`src/rtl/time_accum_pkg.sv`:
```
// Shared opcodes, FSM states and default sizing for the multi-channel time accumulator.
package time_accum_pkg;
    localparam int DEF_TIME_W   = 18;
    localparam int DEF_MAX_TIME = 86400;

    typedef enum logic [1:0] {
        OP_ADD       = 2'd0,
        OP_SUB       = 2'd1,
        OP_LOAD      = 2'd2,
        OP_SET_ALARM = 2'd3
    } op_e;

    typedef enum logic {
        ST_IDLE = 1'b0,
        ST_EXEC = 1'b1
    } state_e;
endpackage

```
`src/rtl/time_accum_alu.sv`:
```
// Combinational add/subtract/clamp for one time value, saturating or modulo MAX_TIME.
module time_accum_alu
    import time_accum_pkg::*;
#(
    parameter int TIME_W   = DEF_TIME_W,
    parameter int MAX_TIME = DEF_MAX_TIME,
    parameter int WRAP     = 0
) (
    input  logic [TIME_W-1:0] value,
    input  logic [TIME_W-1:0] operand,
    input  op_e               op,
    output logic [TIME_W-1:0] result,
    output logic              ovf
);
    localparam logic [TIME_W:0] MAX_W = (TIME_W+1)'(MAX_TIME);
    localparam logic [TIME_W:0] TOP_W = (TIME_W+1)'(MAX_TIME - 1);

    logic [TIME_W:0] val_w, opd_w, sum, opd_mod, diff, res_w;

    always_comb begin
        val_w   = {1'b0, value};
        opd_w   = {1'b0, operand};
        sum     = val_w + opd_w;
        opd_mod = opd_w % MAX_W;
        // value - operand, biased by one period so it never goes negative
        diff    = val_w + (MAX_W - opd_mod);
        res_w   = '0;
        ovf     = 1'b0;
        case (op)
            OP_ADD: begin
                ovf = (sum > TOP_W);
                if (WRAP != 0) res_w = sum % MAX_W;
                else           res_w = ovf ? TOP_W : sum;
            end
            OP_SUB: begin
                ovf = (opd_w > val_w);
                if (WRAP != 0) res_w = (diff >= MAX_W) ? diff - MAX_W : diff;
                else           res_w = ovf ? '0 : val_w - opd_w;
            end
            default: begin
                ovf   = (opd_w > TOP_W);
                res_w = ovf ? TOP_W : opd_w;
            end
        endcase
        result = res_w[TIME_W-1:0];
    end
endmodule

```
`src/rtl/time_accum_mc.sv`:
```
// Multi-channel seconds accumulator: one command port, a shared 1 s tick, CHANNELS counters.
// Per-channel alarms are built only when TIME_ACCUM_ALARM_EN is defined.
module time_accum_mc
    import time_accum_pkg::*;
#(
    parameter int  CHANNELS   = 4,
    parameter int  TIME_W     = DEF_TIME_W,
    parameter int  MAX_TIME   = DEF_MAX_TIME,
    parameter int  START_TIME = 0,
    parameter int  WRAP       = 0,
    localparam int CH_W       = (CHANNELS > 1) ? $clog2(CHANNELS) : 1
) (
    input  logic                       CLK,
    input  logic                       RESET,
    input  logic                       TICK,
    input  logic                       CMD_VALID,
    output logic                       CMD_READY,
    input  logic [CH_W-1:0]            CMD_CH,
    input  logic [1:0]                 CMD_OP,
    input  logic [TIME_W-1:0]          CMD_VAL,
    output logic                       RSP_VALID,
    output logic [TIME_W-1:0]          RSP_TIME,
    output logic                       RSP_OVF,
    output logic [CHANNELS*TIME_W-1:0] CURR_TIME,
    output logic [CHANNELS-1:0]        ALARM
);
`ifdef TIME_ACCUM_ALARM_EN
    localparam bit ALARM_BUILT = 1'b1;
`else
    localparam bit ALARM_BUILT = 1'b0;
`endif
    localparam logic [CH_W:0]     CH_LIM = (CH_W+1)'(CHANNELS);
    localparam logic [TIME_W-1:0] TOP    = TIME_W'(MAX_TIME - 1);
    localparam logic [TIME_W-1:0] RST_V  = TIME_W'(START_TIME);

    typedef struct packed {
        logic [CH_W-1:0]   ch;
        op_e               op;
        logic [TIME_W-1:0] val;
    } cmd_t;

    state_e              state_q, state_d;
    cmd_t                cmd_q;
    logic [TIME_W-1:0]   ch_q [CHANNELS];
    logic [TIME_W-1:0]   cur_val, alu_res;
    logic                alu_ovf, exec, ch_ok, is_alarm;
    logic [CHANNELS-1:0] wr_en;

    always_ff @(posedge CLK or posedge RESET) begin
        if (RESET) state_q <= ST_IDLE;
        else       state_q <= state_d;
    end

    always_comb begin
        state_d = state_q;
        case (state_q)
            ST_IDLE: if (CMD_VALID) state_d = ST_EXEC;
            default: state_d = ST_IDLE;
        endcase
    end

    always_comb begin
        CMD_READY = (state_q == ST_IDLE);
        RSP_VALID = exec;
        RSP_TIME  = '0;
        RSP_OVF   = 1'b0;
        if (exec) begin
            if (!ch_ok) RSP_OVF = 1'b1;
            else if (!is_alarm || ALARM_BUILT) begin
                RSP_TIME = alu_res;
                RSP_OVF  = alu_ovf;
            end
        end
    end

    always_ff @(posedge CLK or posedge RESET) begin
        if (RESET) cmd_q <= '0;
        else if (state_q == ST_IDLE && CMD_VALID)
            cmd_q <= '{ch: CMD_CH, op: op_e'(CMD_OP), val: CMD_VAL};
    end

    assign exec     = (state_q == ST_EXEC);
    assign ch_ok    = ({1'b0, cmd_q.ch} < CH_LIM);
    assign is_alarm = (cmd_q.op == OP_SET_ALARM);

    always_comb begin
        cur_val = '0;
        for (int n = 0; n < CHANNELS; n++)
            if (cmd_q.ch == CH_W'(n)) cur_val = ch_q[n];
    end

    time_accum_alu #(.TIME_W(TIME_W), .MAX_TIME(MAX_TIME), .WRAP(WRAP)) u_alu (
        .value   (cur_val),
        .operand (cmd_q.val),
        .op      (cmd_q.op),
        .result  (alu_res),
        .ovf     (alu_ovf)
    );

    // A command write wins over the tick for its own channel only.
    for (genvar n = 0; n < CHANNELS; n++) begin : g_ch
        logic [TIME_W-1:0] ch_r;
        assign wr_en[n] = exec && ch_ok && !is_alarm && (cmd_q.ch == CH_W'(n));
        always_ff @(posedge CLK or posedge RESET) begin
            if (RESET)         ch_r <= RST_V;
            else if (wr_en[n]) ch_r <= alu_res;
            else if (TICK)     ch_r <= (ch_r >= TOP) ? '0 : ch_r + TIME_W'(1);
        end
        assign ch_q[n] = ch_r;
        assign CURR_TIME[n*TIME_W +: TIME_W] = ch_r;
    end

`ifdef TIME_ACCUM_ALARM_EN
    // upd_r marks a fresh channel value; the match is judged one cycle later.
    for (genvar n = 0; n < CHANNELS; n++) begin : g_alm
        logic [TIME_W-1:0] alm_r;
        logic              upd_r, hit_r;
        always_ff @(posedge CLK or posedge RESET) begin
            if (RESET) begin
                alm_r <= '0;
                upd_r <= 1'b0;
                hit_r <= 1'b0;
            end else begin
                if (exec && ch_ok && is_alarm && cmd_q.ch == CH_W'(n)) alm_r <= alu_res;
                upd_r <= wr_en[n] | TICK;
                hit_r <= upd_r && (ch_q[n] == alm_r);
            end
        end
        assign ALARM[n] = hit_r;
    end
`else
    assign ALARM = '0;
`endif
endmodule

```
`config.mk`:
```
export PLATFORM = sky130hd
export DESIGN_NAME = time_accum_mc
export DESIGN_NICKNAME = d
export VERILOG_FILES = /design/src/rtl/time_accum_pkg.sv /design/src/rtl/time_accum_alu.sv /design/src/rtl/time_accum_mc.sv
export SDC_FILE = /design/constraint.sdc
export NUM_CORES = 1
export LEC_CHECK = 0
export ABC_AREA = 0
export CAP_MARGIN = 20
export CORE_ASPECT_RATIO = 1.5
export CORE_UTILIZATION = 50
export DETAILED_ROUTE_END_ITERATION = 8
export PLACE_DENSITY = 0.75
export SETUP_SLACK_MARGIN = 0.02
export SYNTH_ARGS = -nofsm -noshare
export SYNTH_HDL_FRONTEND = slang
export SYNTH_SLANG_ARGS = --single-unit
```
`constraint.sdc`:
```
create_clock -name CLK -period 7.3 [get_ports CLK]
set_input_delay 1.095 -clock CLK [delete_from_list [all_inputs] [get_ports CLK]]
set_output_delay 1.095 -clock CLK [all_outputs]
set_load 0.05 [all_outputs]
```
==> summary.md <==
| Metric | Value |
|---|---|
| Syn Std Cell Area | `0.00803 mm²` |
| Buffers added on ports | `118` |
| Vias in the first global route | `7955` |
| Die Wd | `105 µm` |
| Core box area | `0.0157 mm²` |
| WP depth | `12` |
| Synth area leaders | `dfrtp_1 (30%), ha_1 (6.2%), o21ai_0 (5.2%), mux4_2 (5.0%), nor2_1 (4.3%)` |
| Dpl hpwl | `22100 µm` |
| M2 GR Usage | `64.2%` |
| Slew HR | `36.6%` |
| Syn avg cell area | `8.49 µm²` |
| Hold crit path type | `reg -> reg` |
| Synth cell types | `79` |
| Clock Pin Slew Worst Setup and Hold Paths | `0.08 ns` |
| CP required | `6.20 ns` |
| Skew final | `0.0129 ns` |
| Die Area | `0.0166 mm²` |
| Status | `finished, final reports clean` |
| Met1 usage | `40.7%` |
| Max VDD drop | `0.388 mV` |
| Final Slew Violations | `0` |
| Root buffer cell | `clkbuf_16` |
| Fmax | `145 MHz` |
| Fraction of layout instances using a drive strength above 1 | `9.61%` |
| Via density | `6.51` |
| Met3 Use GR | `2.73%` |
| Die Y | `157 µm` |
| CP delay by family, top | `compound AO/OA/AOI/OAI gates` |
| Number of enable flip-flop cells after synthesis | `0` |
| CTS resizes | `0` |
| Top Ports | `123` |
| Worst setup endpoint | `RSP_TIME[15]` |
| R2r setup slk | `1.98 ns` |
| CP Launch Type | `flip-flop` |
| Worst-margin pin slew | `0.928 ns` |
| # fillers | `1432` |
| Tot Pwr | `4.66 mW` |
| # hold bufs at CTS | `0` |
| Buffer and inverter count on the worst path | `1` |
| Crit share post-route | `94.5%` |
| Pwr Density | `480 mW/mm²` |
| Router iterations before antenna repair | `6` |
| Cells after Synth | `946` |
| CP peak stage delay | `0.91 ns` |
| CTS tree | `built` |
| Clk Latency, worst-skew pair | `0.37 ns` |
| GRT Residual Overflow | `0` |
| Top Usage Layer GRT | `met2` |
| Crit-path slowest cell | `dfrtp_1` |
| Area of the multi-input gates | `0.00529 mm²` |
| CTS max path bufs | `2` |
| Final TNS setup | `0 ns` |
| R2R Path End | `g_ch[3].ch_r[11]` |
| DRC Markers | `0` |
| Worst R2R Start | `cmd_q[21]` |
| Register area | `0.00238 mm²` |
| CTS Buf Count | `9` |
| Routed wire length | `28400 µm` |
| Core Rows | `56` |
| Flops & latches, synth | `95` |
| Routed Antenna Nets | `0` |
| FFs w/ async S/R, synth | `100%` |
| Area leader, netlist | `dfrtp_1` |
| Worst EP arrival | `5.80 ns` |
| Initial antenna violation count | `0` |
| CTS sink count | `95` |
| Hold Slack | `0.604 ns` |
| RSZ-0062 raised after global routing | `no` |
| Worst Path Max Fanout | `15` |
| Fin crit period | `6.90 ns` |
| Post-synthesis sequential area ratio | `29.6%` |
| Drt wl/cell | `22.7 µm` |
| Post-synth top flop | `dfrtp_1` |
| Max-cap check violation count | `0` |
| Largest net degree at the start of global routing | `71` |
| Synthesis-to-layout area growth | `20.8%` |
| CP endpoint kind | `output port` |
| Ant. Diodes | `0` |
| Hold Fails Final Rpt | `0` |
| Initial Utilization | `51.2%` |
| LEAKAGE | `4.05 nW` |
| Global-route wire length before repair | `44000 µm` |
| Nets | `1114` |
| Final Wtd Congestion | `0.990` |
| Post-CTS setup buffers | `0` |
| DR vias | `8164` |
| Initial drt markers | `624` |
| Top cell type's share of synthesized area | `29.6%` |
| Warnings, synthesis | `0` |
| Worst R2R Path Depth | `12` |
| Htree depth | `3` |
| Worst Setup SP | `cmd_q[21]` |
| GRT Util Overall | `35.0%` |
| Kind of critical path | `reg -> out` |
| Final setup vio count | `0` |
| Worst path cell trace | `mux4_2 -> ha_1 -> fa_1 -> nor2b_2 -> o311ai_2 -> a31oi_1 -> o31a_1 -> o311a_1 -> a32o_1 -> a21oi_1 -> nor2_1 -> clkdlybuf4s50_1` |
==> power by group <==
group | switching [mW] | total [mW] | internal, mW
sequential | 0.346 | 1.04 | 0.693
clock | 0.251 | 0.528 | 0.278
combinational | 1.99 | 3.09 | 1.10
total | 2.58 | 4.66 | 2.07
==> routing by layer <==
| layer | part of all wire (%) | up-vias |
|---|---|---|
| li1 | - | 3732 |
| met1 | 38 | 4014 |
| met2 | 52 | 336 |
| met3 | 5.4 | 82 |
| met4 | 5.0 | 0 |
| met5 | 0 | - |
==> state kept, by name, summed over array words and instances, names as in the netlist <==
signal	cells
RSP_VALID	1
g_ch.ch_r	72
cmd_q	22
==> worst min-delay path by stage <==
| stage | from | end | slack, ns | cells past startpoint |
|---|---|---|---|---|
| after floorplan | cmd_q[0] | cmd_q[0] | 0.54 | 1 |
| after global placement | g_ch[3].ch_r[17] | g_ch[3].ch_r[17] | 0.58 | 1 |
| after detailed placement | g_ch[3].ch_r[17] | g_ch[3].ch_r[17] | 0.57 | 1 |
| after CTS | g_ch[3].ch_r[17] | g_ch[3].ch_r[17] | 0.60 | 1 |
| after global routing | g_ch[3].ch_r[17] | g_ch[3].ch_r[17] | 0.62 | 1 |
| final | g_ch[3].ch_r[17] | g_ch[3].ch_r[17] | 0.60 | 1 |
==> cell families after synthesis <==
family,after synthesis,synth area share [%]
AND/OR/NAND/NOR,326,19.9
flip-flops,95,29.6
other,1,0.0467
adder cells (fa/ha/maj),42,6.73
AO/OA/AOI/OAI,326,28.5
buffers and inverters,91,4.74
multiplexers,24,5.86
XOR/XNOR,41,4.56
==> layout make-up <==
| cell class | count | area share [%] |
|---|---|---|
| Multi-Input combinational cell | 763 | 54.5 |
| Sequential cell | 95 | 24.5 |
| Timing Repair Buffer | 133 | 13.3 |
| Tap cell | 203 | 2.62 |
| Clock buffer | 9 | 2.32 |
| Inverter | 44 | 1.73 |
| Clock inverter | 7 | 1.03 |
==> per-stage QoR <==
stage / setup WS (ns) / cells / util, % / cell area [µm²]
6_report: 0.402 / 1254 / 61.8 / 9710
5_1_grt: 0.131 / 1254 / 61.8 / 9710
4_1_cts: 0.409 / 1254 / 61.8 / 9710
3_5_place_dp: 0.800 / 1238 / 59.8 / 9380
3_3_place_gp: 0.924 / 1238 / 59.8 / 9380
2_1_floorplan: 1.19 / 949 / - / 8040
==> synthesized netlist by cell type, types with 11 or more instances <==
| cell | number |
|---|---|
| o22ai_1 | 34 |
| dfrtp_1 | 95 |
| inv_1 | 43 |
| nand3_1 | 28 |
| nor3_1 | 19 |
| clkbuf_1 | 29 |
| a21oi_1 | 66 |
| and3_1 | 26 |
| nand2b_1 | 12 |
| o21ai_0 | 84 |
| mux4_2 | 18 |
| nor2_1 | 93 |
| a31oi_1 | 11 |
| a21o_1 | 12 |
| ha_1 | 40 |
| nor3b_1 | 12 |
| xnor2_1 | 26 |
| o221ai_1 | 14 |
| xor2_1 | 14 |
| nand2_1 | 78 |
| nor4_1 | 11 |
==> layout by cell type (no fill, tap or decap), types with 8 or more instances in the layout <==
cell	n
nand4_1	10
mux4_2	18
nor2b_1	9
a21oi_4	8
o221ai_1	14
nor3_1	19
dfrtp_1	95
and3_1	26
xnor2_1	26
o211a_1	10
nor4_1	11
o21ai_0	84
nor2_1	93
and2_1	10
a21oi_1	65
nand2_1	78
nand3_1	28
inv_1	42
buf_4	29
clkbuf_16	9
xor2_1	14
a31oi_1	11
ha_1	40
nand2b_1	12
nor3b_1	12
clkdlybuf4s50_1	101
o22ai_1	34
a21o_1	12
==> worst reg2reg max path: cells and delay by family, from the launching register on <==
| family | cells | cell delay [ns] |
|---|---|---|
| AO/OA/AOI/OAI | 5 | 1.81 |
| flip-flops | 1 | 0.91 |
| adder cells (fa/ha/maj) | 1 | 0.43 |
| buffers and inverters | 1 | 0.33 |
| multiplexers | 1 | 0.54 |
| AND/OR/NAND/NOR | 4 | 1.16 |
(Power assumes the default switching activity.)
